--- config.mk ---
export PLATFORM = sky130hd
export DESIGN_NAME = nv_nvdla_pdp_rdma_eg_tx
export DESIGN_NICKNAME = d
export VERILOG_FILES = /design/src/rtl/pdp_rdma_pkg.sv /design/src/rtl/nv_nvdla_pdp_rdma_cube_cnt.sv /design/src/rtl/nv_nvdla_pdp_rdma_eg_tx.sv
export SDC_FILE = /design/constraint.sdc
export NUM_CORES = 1
export LEC_CHECK = 0
export CAP_MARGIN = 5
export CORE_MARGIN = 1
export CORE_UTILIZATION = 35
export CTS_BUF_LIST = sky130_fd_sc_hd__clkbuf_4 sky130_fd_sc_hd__clkbuf_8
export DETAILED_ROUTE_END_ITERATION = 12
export GPL_TIMING_DRIVEN = 1
export PLACE_DENSITY_LB_ADDON = 0.3
export SLEW_MARGIN = 15
export SYNTH_ARGS = -nofsm -noshare
export SYNTH_HDL_FRONTEND = slang
export SYNTH_SLANG_ARGS = --single-unit
--- constraint.sdc ---
create_clock -name nvdla_core_clk -period 2.4 [get_ports nvdla_core_clk]
set_clock_uncertainty 0.05 [all_clocks]
set_input_delay 0.72 -clock nvdla_core_clk [delete_from_list [all_inputs] [get_ports nvdla_core_clk]]
set_output_delay 0.72 -clock nvdla_core_clk [all_outputs]
set_load 0.01 [all_outputs]
--- src/rtl/pdp_rdma_pkg.sv ---
// Shared definitions for the PDP RDMA egress transmitter.
// Info-field bit positions, info width and the transmitter FSM state type.
package pdp_rdma_pkg;
  localparam int INFO_W         = 12;
  localparam int INFO_CUBE_END  = 11;
  localparam int INFO_SURF_END  = 9;
  localparam int INFO_LINE_END  = 8;
  localparam int INFO_SPLIT_END = 7;

  typedef enum logic [1:0] {
    IDLE = 2'd0,
    RUN  = 2'd1,
    DONE = 2'd2
  } state_e;
endpackage

--- src/rtl/nv_nvdla_pdp_rdma_cube_cnt.sv ---
// Cube position counters for the RDMA egress walk (width, height, surface,
// split order).
// Ports:
//   clk, rst        : clock, synchronous active-high reset
//   clr             : return all counters to 0 (end of layer)
//   adv             : one beat consumed, advance the walk
//   width..split    : shadowed cube extents (each is count minus 1)
//   w/h/s/p         : current position
//   *_max           : counter sits at its programmed maximum
//   last            : current position is the final beat of the cube
module nv_nvdla_pdp_rdma_cube_cnt (
  input  logic        clk,
  input  logic        rst,
  input  logic        clr,
  input  logic        adv,
  input  logic [12:0] width,
  input  logic [12:0] height,
  input  logic [4:0]  surface,
  input  logic [7:0]  split,
  output logic [12:0] w,
  output logic [12:0] h,
  output logic [4:0]  s,
  output logic [7:0]  p,
  output logic        w_max,
  output logic        h_max,
  output logic        s_max,
  output logic        p_max,
  output logic        last
);
  logic [12:0] w_q, w_d, h_q, h_d;
  logic [4:0]  s_q, s_d;
  logic [7:0]  p_q, p_d;

  assign w     = w_q;
  assign h     = h_q;
  assign s     = s_q;
  assign p     = p_q;
  assign w_max = (w_q == width);
  assign h_max = (h_q == height);
  assign s_max = (s_q == surface);
  assign p_max = (p_q == split);
  assign last  = w_max & h_max & s_max & p_max;

  // Ripple-carry style nesting: each inner wrap carries into the next level.
  always_comb begin
    w_d = w_q;
    h_d = h_q;
    s_d = s_q;
    p_d = p_q;
    if (clr) begin
      w_d = '0;
      h_d = '0;
      s_d = '0;
      p_d = '0;
    end else if (adv) begin
      if (w_max) begin
        w_d = '0;
        if (h_max) begin
          h_d = '0;
          if (s_max) begin
            s_d = '0;
            p_d = p_max ? 8'd0 : p_q + 8'd1;
          end else begin
            s_d = s_q + 5'd1;
          end
        end else begin
          h_d = h_q + 13'd1;
        end
      end else begin
        w_d = w_q + 13'd1;
      end
    end
  end

  always_ff @(posedge clk) begin
    if (rst) begin
      w_q <= '0;
      h_q <= '0;
      s_q <= '0;
      p_q <= '0;
    end else begin
      w_q <= w_d;
      h_q <= h_d;
      s_q <= s_d;
      p_q <= p_d;
    end
  end
endmodule

--- src/rtl/nv_nvdla_pdp_rdma_eg_tx.sv ---
// RDMA egress transmitter: walks the programmed cube, tags every read-return
// beat with a 12-bit position/info field and presents {info, data} to the
// PDP core on a valid/ready interface through a single output register.
// Ports:
//   nvdla_core_clk/rst       : clock, synchronous active-high reset
//   reg2dp_op_en             : layer enable, rising edge starts a layer
//   reg2dp_cube_in_*, split  : cube extents (minus 1), shadowed at start
//   rd_pd/rd_pvld/rd_prdy    : read-return beat input
//   pdp_rdma2dp_*            : tagged beat output
//   rdma_done                : pulse when the cube_end beat is accepted
module nv_nvdla_pdp_rdma_eg_tx
  import pdp_rdma_pkg::*;
#(
  parameter int BWPE       = 8,
  parameter int THROUGHPUT = 8
) (
  input  logic                          nvdla_core_clk,
  input  logic                          nvdla_core_rst,
  input  logic                          reg2dp_op_en,
  input  logic [12:0]                   reg2dp_cube_in_width,
  input  logic [12:0]                   reg2dp_cube_in_height,
  input  logic [4:0]                    reg2dp_cube_in_surface,
  input  logic [7:0]                    reg2dp_split_num,
  input  logic [BWPE*THROUGHPUT-1:0]    rd_pd,
  input  logic                          rd_pvld,
  output logic                          rd_prdy,
  output logic [BWPE*THROUGHPUT+11:0]   pdp_rdma2dp_pd,
  output logic                          pdp_rdma2dp_valid,
  input  logic                          pdp_rdma2dp_ready,
  output logic                          rdma_done
);
  localparam int DW = BWPE * THROUGHPUT;

  state_e             state_q, state_d;
  logic               op_en_d1_q;
  logic [12:0]        width_q, width_d, height_q, height_d;
  logic [4:0]         surface_q, surface_d;
  logic [7:0]         split_q, split_d;
  logic               last_taken_q, last_taken_d;
  logic               vld_q, vld_d;
  logic [DW+11:0]     pd_q, pd_d;

  logic               start, take, drain, done_fire;
  logic [INFO_W-1:0]  info;
  logic [12:0]        cw, ch;
  logic [4:0]         cs;
  logic [7:0]         cp;
  logic               w_max, h_max, s_max, p_max, cnt_last;

  nv_nvdla_pdp_rdma_cube_cnt u_cnt (
    .clk     (nvdla_core_clk),
    .rst     (nvdla_core_rst),
    .clr     (done_fire),
    .adv     (take),
    .width   (width_q),
    .height  (height_q),
    .surface (surface_q),
    .split   (split_q),
    .w       (cw),
    .h       (ch),
    .s       (cs),
    .p       (cp),
    .w_max   (w_max),
    .h_max   (h_max),
    .s_max   (s_max),
    .p_max   (p_max),
    .last    (cnt_last)
  );

  assign start     = reg2dp_op_en & ~op_en_d1_q;
  assign drain     = vld_q & pdp_rdma2dp_ready;
  // Only the last beat can be in the register while in DONE.
  assign done_fire = (state_q == DONE) & drain & ~nvdla_core_rst;
  assign rd_prdy   = (state_q == RUN) & ~last_taken_q & (~vld_q | pdp_rdma2dp_ready)
                   & ~nvdla_core_rst;
  assign take      = rd_pvld & rd_prdy;

  assign pdp_rdma2dp_pd    = pd_q;
  assign pdp_rdma2dp_valid = vld_q;
  assign rdma_done         = done_fire;

  always_comb begin
    info                 = '0;
    info[3:0]            = cw[3:0];
    info[INFO_SPLIT_END] = w_max & h_max & s_max;
    info[INFO_LINE_END]  = w_max;
    info[INFO_SURF_END]  = w_max & h_max;
    info[INFO_CUBE_END]  = cnt_last;
  end

  always_comb begin
    state_d      = state_q;
    width_d      = width_q;
    height_d     = height_q;
    surface_d    = surface_q;
    split_d      = split_q;
    last_taken_d = last_taken_q;
    vld_d        = vld_q;
    pd_d         = pd_q;

    case (state_q)
      IDLE: if (start) begin
        state_d   = RUN;
        width_d   = reg2dp_cube_in_width;
        height_d  = reg2dp_cube_in_height;
        surface_d = reg2dp_cube_in_surface;
        split_d   = reg2dp_split_num;
      end
      RUN:  if (take && cnt_last) state_d = DONE;
      DONE: if (drain) state_d = IDLE;
      default: state_d = IDLE;
    endcase

    if (done_fire)            last_taken_d = 1'b0;
    else if (take && cnt_last) last_taken_d = 1'b1;

    // A load in the same cycle as a drain keeps valid high with the new beat.
    if (take) begin
      vld_d = 1'b1;
      pd_d  = {info, rd_pd};
    end else if (drain) begin
      vld_d = 1'b0;
    end
  end

  always_ff @(posedge nvdla_core_clk) begin
    if (nvdla_core_rst) begin
      state_q      <= IDLE;
      op_en_d1_q   <= 1'b0;
      width_q      <= '0;
      height_q     <= '0;
      surface_q    <= '0;
      split_q      <= '0;
      last_taken_q <= 1'b0;
      vld_q        <= 1'b0;
      pd_q         <= '0;
    end else begin
      state_q      <= state_d;
      op_en_d1_q   <= reg2dp_op_en;
      width_q      <= width_d;
      height_q     <= height_d;
      surface_q    <= surface_d;
      split_q      <= split_d;
      last_taken_q <= last_taken_d;
      vld_q        <= vld_d;
      pd_q         <= pd_d;
    end
  end
endmodule

; After elaboration in Yosys (flattened, before gate mapping)
; Index checks and enable logic that the tools add are counted.
[classes]
add_sub_neg = 4
n_eq_ne = 9
n_mux = 10
bitwise = 16
n_reduce_logical = 9
[op_table]
columns = op, n
row1 = "13-bit by 1-bit adder with 13-bit output, second input constant", 2
row2 = 13-bit equality test, 2
row3 = 13-bit 2-to-1 mux, 2
row4 = 1-bit bitwise AND, 11
row5 = "8-bit by 1-bit adder with 8-bit output, second input constant", 1
row6 = 8-bit equality test, 1
row7 = 8-bit 2-to-1 mux, 1
row8 = 2-bit 2-to-1 mux, 3
row9 = 2-bit case mux with 3 select lines, 1
row10 = 3-bit AND reduction, 2
row11 = "5-bit by 1-bit adder with 5-bit output, second input constant", 1
row12 = 5-bit equality test, 1
row13 = 5-bit 2-to-1 mux, 1
row14 = "2-bit inequality test, second input constant", 2
row15 = 1-bit NOT, 4
row16 = 2-bit AND reduction, 2
row17 = 4-bit AND reduction, 1
row18 = "2-bit by 1-bit equality test with 1-bit output, second input constant", 1
row19 = "2-bit equality test, second input constant", 1
row20 = 2-bit logical NOT, 1
row21 = 1-bit 2-to-1 mux, 2
row22 = "2-bit by 1-bit inequality test with 1-bit output, second input constant", 1
row23 = 2-bit nonzero test, 1
row24 = 2-bit OR reduction, 1
row25 = 2 further kinds, 2
[totals]
ff_bits = 155
in_bits = 108
out_inout_bits = 79
wordCells = 61

; Logic depth before layout (Yosys ltp)
; Gate-level depths: netlist of the first run.
[depth]
depth_word = 8
mapped_depth = 8
ltp_nobuf = 6

; By module
; From an unflattened synthesis of the first run, not the netlist that was laid out.
[unflattened]
cells_unflattened = 843
area_unflattened_um2 = 6986.7
[by_module_without_submodules]
columns = module, instances, cells_per_inst, area_each_um2, seq_area_each_um2
row1 = nv_nvdla_pdp_rdma_eg_tx, 1, 547, 4635.7, 2322.2
row2 = nv_nvdla_pdp_rdma_cube_cnt, 1, 296, 2351.0, 780.7

; Worst setup path after synthesis of the first run
; OpenSTA, ideal clock, no wires.
[synth_timing]
path_kind = input port to flip-flop
start = in pdp_rdma2dp_ready
end = reg pd_q[67], in the netlist pdp_rdma2dp_pd[67]
setup_ns = 0.070
arrival_ns = 2.046
required_ns = 2.280
setup_slack_ns = 0.233
stages = 7
cell_sequence = nand2b_1 and4_1 clkbuf_1 clkbuf_1 clkbuf_1 nand2_1 a21oi_1
[synth_via]
elab_chain_len = 4
[synth_rtl]
columns = element, line
row1 = "start, declared", nv_nvdla_pdp_rdma_eg_tx.sv:29  ; input logic pdp_rdma2dp_ready,
row2 = 1-bit bitwise OR, nv_nvdla_pdp_rdma_eg_tx.sv:74  ; assign rd_prdy = (state_q == RUN) & ~last_taken_q & (~vld_q | pdp_rdma2dp_ready)
row3 = 1-bit bitwise AND, nv_nvdla_pdp_rdma_eg_tx.sv:74
row4 = 1-bit bitwise AND, nv_nvdla_pdp_rdma_eg_tx.sv:75  ; & ~nvdla_core_rst;
row5 = 1-bit bitwise AND, nv_nvdla_pdp_rdma_eg_tx.sv:76  ; assign take = rd_pvld & rd_prdy;
row6 = "end signal, assigned", nv_nvdla_pdp_rdma_eg_tx.sv:146  ; pd_q <= pd_d;
row7 = "end, declared", nv_nvdla_pdp_rdma_eg_tx.sv:41  ; logic [DW+11:0] pd_q, pd_d;
; No other way between the ends.
; A chain may end at the register's enable or synchronous reset.

; Worst setup path in the final report of the first run
[layout_timing]
start = reg state_q[0]
end = out rd_prdy
[layout_via]
elab_chain_len = 4
[layout_rtl]
columns = element, line
row1 = "start, declared", nv_nvdla_pdp_rdma_eg_tx.sv:34  ; state_e state_q, state_d;
row2 = "start signal, assigned", nv_nvdla_pdp_rdma_eg_tx.sv:138  ; state_q <= state_d;
row3 = 2-bit by 1-bit equality test with 1-bit output, nv_nvdla_pdp_rdma_eg_tx.sv:74
row4 = 1-bit bitwise AND (2 in series), nv_nvdla_pdp_rdma_eg_tx.sv:74
row5 = 1-bit bitwise AND, nv_nvdla_pdp_rdma_eg_tx.sv:75
row6 = "end, declared", nv_nvdla_pdp_rdma_eg_tx.sv:26  ; output logic rd_prdy,
; No other way between the ends.

==> results of run 1 <==
-- Yosys cell counts, drive strengths merged --
| library cell | number |
|---|---|
| nand2 | 242 |
| dfxtp | 155 |
| a21oi | 135 |
| clkbuf | 38 |
| xnor2 | 32 |
| nor2 | 27 |
| xor2 | 24 |
| nand3 | 16 |
| nand4 | 15 |
| o21ai | 13 |
| or3 | 13 |
| and3 | 10 |
| buf | 8 |
| nor2b | 5 |
| ha | 4 |
| nor4 | 4 |
| or4 | 4 |
| and4 | 3 |
| inv | 3 |
| o31ai | 3 |
| nand2b | 2 |
| or4b | 2 |
| a2bb2oi | 1 |
| a31oi | 1 |
| and2 | 1 |
| conb | 1 |
| mux2i | 1 |
| nor3 | 1 |
| nor4b | 1 |
| or3b | 1 |
-- kinds of logic (layout without fill, tap and decap cells) --
family | after synthesis | count (layout) | share of synthesized area, %
simple gates | 347 | 347 | 24.9
flops | 155 | 155 | 50.2
compound gates | 153 | 153 | 12.6
xor+xnor | 56 | 56 | 7.94
buf+inv | 49 | 251 | 3.28
fa+ha+maj | 4 | 4 | 0.810
other cells | 1 | 4 | 0.0607
mux | 1 | 1 | 0.162
-- layout make-up --
type | count | area [um2] | share of cell area, %
well taps | 225 | 282 | 3.18
clock inverters | 12 | 136 | 1.54
multi-input cells | 565 | 2910 | 32.9
flip-flops and latches | 155 | 3100 | 35.0
repair buffers | 216 | 2140 | 24.1
inverters | 3 | 11.3 | 0.127
clock buffers | 20 | 275 | 3.11
-- layout by cell type, fill, tap and decap left out, types with 2 or more instances in the layout --
master / instances
sky130_fd_sc_hd__a21oi_1: 135
sky130_fd_sc_hd__and3_1: 9
sky130_fd_sc_hd__and4_1: 2
sky130_fd_sc_hd__buf_12: 5
sky130_fd_sc_hd__buf_4: 30
sky130_fd_sc_hd__bufinv_16: 2
sky130_fd_sc_hd__clkbuf_8: 20
sky130_fd_sc_hd__clkdlybuf4s15_2: 2
sky130_fd_sc_hd__clkdlybuf4s50_1: 178
sky130_fd_sc_hd__clkinv_2: 2
sky130_fd_sc_hd__clkinv_4: 2
sky130_fd_sc_hd__clkinvlp_4: 3
sky130_fd_sc_hd__conb_1: 4
sky130_fd_sc_hd__dfxtp_1: 155
sky130_fd_sc_hd__ha_1: 4
sky130_fd_sc_hd__inv_1: 3
sky130_fd_sc_hd__inv_6: 3
sky130_fd_sc_hd__nand2_1: 241
sky130_fd_sc_hd__nand3_1: 15
sky130_fd_sc_hd__nand4_1: 13
sky130_fd_sc_hd__nand4_2: 2
sky130_fd_sc_hd__nor2_1: 27
sky130_fd_sc_hd__nor2b_1: 5
sky130_fd_sc_hd__nor4_2: 2
sky130_fd_sc_hd__o21ai_0: 13
sky130_fd_sc_hd__o31ai_1: 3
sky130_fd_sc_hd__or3_1: 13
sky130_fd_sc_hd__or4_1: 4
sky130_fd_sc_hd__xnor2_1: 32
sky130_fd_sc_hd__xor2_1: 24
-- power by group --
group | leakage (nW) | internal (mW) | total [mW] | switching [mW]
logic | 1.70 | 0.339 | 0.623 | 0.284
clock network | 0.202 | 1.02 | 2.04 | 1.03
registers | 1.26 | 2.64 | 2.68 | 0.0455
total | 3.15 | 4.00 | 5.35 | 1.36
-- state kept, by name, indices dropped and copies added (netlist names) --
register,flops
u_cnt.s,5
width_q,13
state_q,2
u_cnt.w,13
height_q,13
split_q,8
pdp_rdma2dp_pd,72
u_cnt.p,8
last_taken_q,1
op_en_d1_q,1
surface_q,5
u_cnt.h,13
pdp_rdma2dp_valid,1
-- per-layer routing --
layer | vias to the layer above | track usage, % | share of wire (%)
met1 | 2516 | 23.5 | 45
li1 | 2925 | - | -
met4 | 0 | 5.31 | 1.1
met5 | - | 0 | 0
met3 | 13 | 8.07 | 9.7
met2 | 166 | 29.0 | 44
-- worst register-to-register path, stage by stage (launching register included) --
cell                      delay [ns]
sky130_fd_sc_hd__dfxtp_1        0.34
sky130_fd_sc_hd__xor2_1         0.17
sky130_fd_sc_hd__nor4_2         0.42
sky130_fd_sc_hd__and3_1         0.27
sky130_fd_sc_hd__nand4_2        0.20
sky130_fd_sc_hd__or4_1          0.55
sky130_fd_sc_hd__a21oi_1        0.14
-- through the flow --
step                      utilization, %  power, mW  instances
after floorplan                        -       3.02        769
after global placement              48.7       3.36       1163
after detailed placement            48.7       3.36       1163
after CTS                           51.1       5.41       1195
after global routing                51.2       5.58       1196
final                               51.2       5.35       1196
-- timing repair --
item | CTS | global route
endpoints found under the setup margin | 2 | 16
pin swaps | 0 | 1
setup buffers | 0 | 1
resized for setup | 10 | 1
-- worst min-delay path by stage --
stage,startpoint,endpoint,slack [ns],depth (start not counted)
final,last_taken_q$_SDFFE_PP0P_,last_taken_q$_SDFFE_PP0P_,0.40,2
after global routing,last_taken_q$_SDFFE_PP0P_,last_taken_q$_SDFFE_PP0P_,0.42,2
after CTS,last_taken_q$_SDFFE_PP0P_,last_taken_q$_SDFFE_PP0P_,0.41,2
after detailed placement,last_taken_q$_SDFFE_PP0P_,last_taken_q$_SDFFE_PP0P_,0.39,2
after global placement,last_taken_q$_SDFFE_PP0P_,last_taken_q$_SDFFE_PP0P_,0.39,2
after floorplan,last_taken_q$_SDFFE_PP0P_,last_taken_q$_SDFFE_PP0P_,0.38,2
==> metrics, run 1 <==
Worst Setup SP state_q[0]$_SDFFE_PP0P_; DP Wirelength approximately 11 mm; largest net degree at the start of global routing 62; run status completed; clk root buf sky130_fd_sc_hd__clkbuf_8; dominant cells by area after synthesis sky130_fd_sc_hd__dfxtp_1 50%, sky130_fd_sc_hd__nand2_1 15%, sky130_fd_sc_hd__a21oi_1 11%; number of warnings issued by yosys 0; RSZ-0062 raised after global routing yes; Inserted Clock Buffers 17; sequential area share after synthesis about half; number of flip-flops and latches in the synthesized netlist 155; Filler Cells Inserted roughly 1700; clock tree from TritonCTS done; Period minus WS final about 2.4 ns; clock-pin slew reported for the worst setup and hold paths after clock tree synthesis ~0.09 ns; total leakage power ~3.2 nW; weighted congestion at the end of routability-driven global placement 0.791; floorplan die area ~0.018 mm2; Hold WC Path Type flop to flop; placed cell area 0.00842 mm2; drt total wl 16.4 mm; placeable core area 0.0173 mm2; Crit path buffers/inverters 1; worst setup slack after layout between 0.01 and 0.015 ns; starting density of the core 35.7%; max-slew violation count 0; fraction of post-synthesis cell area in the top cell type by area between 50% and 60%; area grow syn2layout 43.4%; number of cells on the worst reg-to-reg path 6; slowest CP cell sky130_fd_sc_hd__dfxtp_1; drt first-iter violations roughly 250; actual transition at the worst max-transition pin between 0.6 and 0.7 ns; number of hold violations in the final report 0; fraction of layout cells with a size suffix above 1 about 8.3%; worst setup timing slack at the placement stage -0.590 ns; mean routed wirelength per cell approximately 14 um; number of rows created at floorplan 48; H-tree lvl count 4; cell type contributing the most total cell area after synthesis sky130_fd_sc_hd__dfxtp_1; family with the most delay on the worst path simple AND/OR/NAND/NOR gates; Mean Syn Cell Area slightly above 8 um2; Critical Path, Cell by Cell nor2b_1 > and3_4 > clkdlybuf4s15_2; number of buffers added to fix hold violations after cts 0; last element of the critical path rd_prdy; initial antenna violation count 0; global-route wire length before repair between 20 and 30 mm; required arrival time at the worst endpoint 1.63 ns; terminus of the critical flop-to-flop path u_cnt.p[6]$_SDFFE_PP0P_; largest buffer count on any clock path 2; P per Cell Area 604 mW/mm2; vias in the first global route roughly 5500; period utilization ~99%; total vias in the final route roughly 5600; total negative slack 0 ns; total I/O pin count 187; arrival time of data at the critical path endpoint 1.62 ns; port bufs 182; number of design rule violations left after detail routing 0; instance count of the mapped netlist 766; total gr overflow 0; maximum frequency from static timing analysis around 420 MHz; Tot GR Track Use about a fifth; vertical die dimension between 100 and 150 um; Detail Route Antenna Nets 0; slowest stage delay, CP between 0.3 and 0.4 ns; CP endpoint kind output port; Final Setup Violations 0; summed area of non-filler cells in the final layout just under 0.009 mm2; vias per inst approximately 4.7; number of max-cap violations 0; worst hold slack around 0.40 ns; width of the die about 130 um; later-pin clock latency in the skew report about 0.45 ns; Max-Slew Margin vs Limit approximately 56%; DRT Pass-1 Iters 4; FF-to-FF setup slack 0.18 ns; total stage count of the critical path 3; number of diodes 0; sort of element at the start of the critical path flop; number of library cell types mapped by synthesis 36; peak fanout along the critical path 4; worst reg2reg path startpoint height_q[3]$_SDFFE_PP0P_; startpoint-to-endpoint class of the critical path flop to output port; Post-Synthesis Cell Area 0.00618 mm2; number of nets in the layout between 1000 and 1500; highest ir drop seen on vdd 0.378 mV; CTS sink count approximately 160
Note: power is estimated with default switching activity, not from simulation.
==> run 2: changes to the inputs <==
- DONT_BUFFER_PORTS: not set -> 1
==> run 2 against run 1 <==
Effect of this change:
- sequential power is essentially flat
- maximum frequency grew 6.7%
- clock power grew 4%
- core utilization shrank 11 points
- setup slack gained 0.15 ns
- routed wire length shrank 10%
- critical path type is now flop to flop
- critical endpoint is now u_cnt.s[2]$_SDFFE_PP0P_
==> metrics, run 2 (synthesized netlist as in run 1, its figures left out) <==
run status completed; number of hold violations in the final report 0; later-pin clock latency in the skew report around 0.45 ns; required arrival time at the worst endpoint ~2.7 ns; drt total wl approximately 15 mm; area grow syn2layout 12.8%; largest net degree at the start of global routing 120; fraction of layout cells with a size suffix above 1 8.82%; total I/O pin count 187; total vias in the final route 4949; mean routed wirelength per cell roughly 15 um; highest ir drop seen on vdd around 0.38 mV; multi-input logic area ~0.0029 mm2; weighted congestion at the end of routability-driven global placement 0.760; number of nets in the layout roughly 880; placed cell area ~0.0065 mm2; maximum frequency from static timing analysis approximately 450 MHz; startpoint-to-endpoint class of the critical path flop to flop; starting density of the core 35.7%; max-slew violation count 0; vias per inst ~5; share of power burned in the clock network roughly two fifths; worst reg2reg path startpoint u_cnt.w[10]$_SDFFE_PP0P_; number of max-cap violations 0; largest buffer count on any clock path 2; Worst Setup SP u_cnt.w[10]$_SDFFE_PP0P_; H-tree lvl count 4; initial antenna violation count 0; number of design rule violations left after detail routing 0; register cell area after layout slightly above 0.003 mm2; total gr overflow 0; Internal around 3.8 mW; number of diodes 0; leading cell type in the layout, fill and taps excluded sky130_fd_sc_hd__nand2_1; Inserted Clock Buffers 17; CP endpoint kind flop; placeable core area 0.0173 mm2; P per Cell Area between 700 and 800 mW/mm2; Filler Cells Inserted roughly 1800; Period minus WS final 2.24 ns; period utilization a little over 90%; Hold WC Path Type primary input to flop; clk root buf sky130_fd_sc_hd__clkbuf_8; summed area of non-filler cells in the final layout about 0.0070 mm2; total leakage power 2.44 nW; Detail Route Antenna Nets 0; sw power 1.30 mW; peak fanout along the critical path 11; number of buffers added to fix hold violations after cts 0; worst setup slack after layout between 0.15 and 0.2 ns; port bufs 0; total negative slack 0 ns; number of rows created at floorplan 48; floorplan die area 0.0182 mm2; clock tree from TritonCTS done; clock-pin slew reported for the worst setup and hold paths after clock tree synthesis around 0.090 ns; commonest cells after routing, fill and taps aside 241 x sky130_fd_sc_hd__nand2_1, 155 x sky130_fd_sc_hd__dfxtp_1, 135 x sky130_fd_sc_hd__a21oi_1; worst setup timing slack at the placement stage slightly below 0.01 ns; sort of element at the start of the critical path flop; register share of total power 52.5%; RSZ-0062 raised after global routing no; Tot GR Track Use 16.6%; vertical die dimension ~130 um; DRT Pass-1 Iters 4; global-route wire length before repair approximately 23 mm; drt first-iter violations 255; max FFs per register 72; CTS sink count approximately 160; width of the die between 100 and 150 um; Final Setup Violations 0; arrival time of data at the critical path endpoint approximately 2.6 ns; switch share between 20% and 30%; vias in the first global route around 4600; launch instance of the worst min-delay path nvdla_core_rst; DP Wirelength 10.3 mm; fraction of power consumed by combinational cells 6.3%
==> run 2: changes by cell type in the layout (fill, tap and decap cells not counted), sizes merged, moves of 2 or more <==
cell | before | now
buf | 35 | 27
clkbuf | 20 | 18
clkdlybuf4s15 | 2 | 0
clkdlybuf4s50 | 178 | 0
clkinv | 4 | 2
inv | 6 | 8
==> run 2: power groups by stage <==
stage / Clock (mW) / Sequential (mW) / Combinational (mW)
2_1_floorplan: 0 / 2.75 / 0.269
6_report: 2.12 / 2.70 / 0.323
3_5_place_dp: 0 / 2.76 / 0.327
5_1_grt: 2.31 / 2.71 / 0.368
4_1_cts: 2.19 / 2.70 / 0.328
3_3_place_gp: 0 / 2.76 / 0.324
==> run 2: worst paths after layout <==
kind	to	slack, ns	cells past startpoint
max	u_cnt.s[2]$_SDFFE_PP0P_	0.16	8
min	pdp_rdma2dp_pd[73]$_SDFFE_PP0P_	0.28	1
max reg2reg	u_cnt.s[2]$_SDFFE_PP0P_	0.16	8
min reg2reg	last_taken_q$_SDFFE_PP0P_	0.40	2
==> run 2: worst max-delay path, stage by stage, from the launching register on <==
cell	delay (ns)
sky130_fd_sc_hd__dfxtp_1	0.42
sky130_fd_sc_hd__xnor2_1	0.14
sky130_fd_sc_hd__nand3_1	0.13
sky130_fd_sc_hd__nor4_4	0.40
sky130_fd_sc_hd__buf_4	0.26
sky130_fd_sc_hd__nand3_2	0.13
sky130_fd_sc_hd__buf_4	0.18
sky130_fd_sc_hd__or3_1	0.30
sky130_fd_sc_hd__a21oi_1	0.15
==> run 2: layout make-up <==
| class | instances | share of cell area [%] |
|---|---|---|
| clock buffers | 18 | 3.55 |
| clock inverters | 14 | 2.64 |
| inverters | 3 | 0.162 |
| multi-input cells | 565 | 41.6 |
| flip-flops and latches | 155 | 44.5 |
| well taps | 225 | 4.04 |
| repair buffers | 27 | 3.50 |
==> run 2: metal layers <==
layer  global-route usage (%)  part of all wire [%]
met2                     25.3                    45
met4                     6.18                   1.5
met3                     6.87                   9.4
met5                        0                     0
met1                     20.8                    44
==> run 2: what timing repair did <==
| item | 4_1_cts | 5_1_grt |
|---|---|---|
| resized for setup | 0 | 2 |
| setup buffers | 0 | 0 |
| setup endpoints to repair | 0 | 12 |
==> run 2: through the flow <==
| step | utilization (%) | hold slack [ns] | total power [mW] | instances |
|---|---|---|---|---|
| 3_5_place_dp | 37.8 | 0.389 | 3.09 | 975 |
| 6_report | 40.3 | 0.276 | 5.15 | 1007 |
| 4_1_cts | 40.2 | 0.241 | 5.23 | 1007 |
| 5_1_grt | 40.3 | 0.234 | 5.39 | 1007 |
| 3_3_place_gp | 37.8 | 0.388 | 3.09 | 975 |
| 2_1_floorplan | - | 0.376 | 3.02 | 769 |
==> run 3: changes to the inputs <==
- CTS_CLUSTER_SIZE: not set -> 24
==> results of run 3 <==
No change in the layout: final DEF, timing and power equal those of run 2.
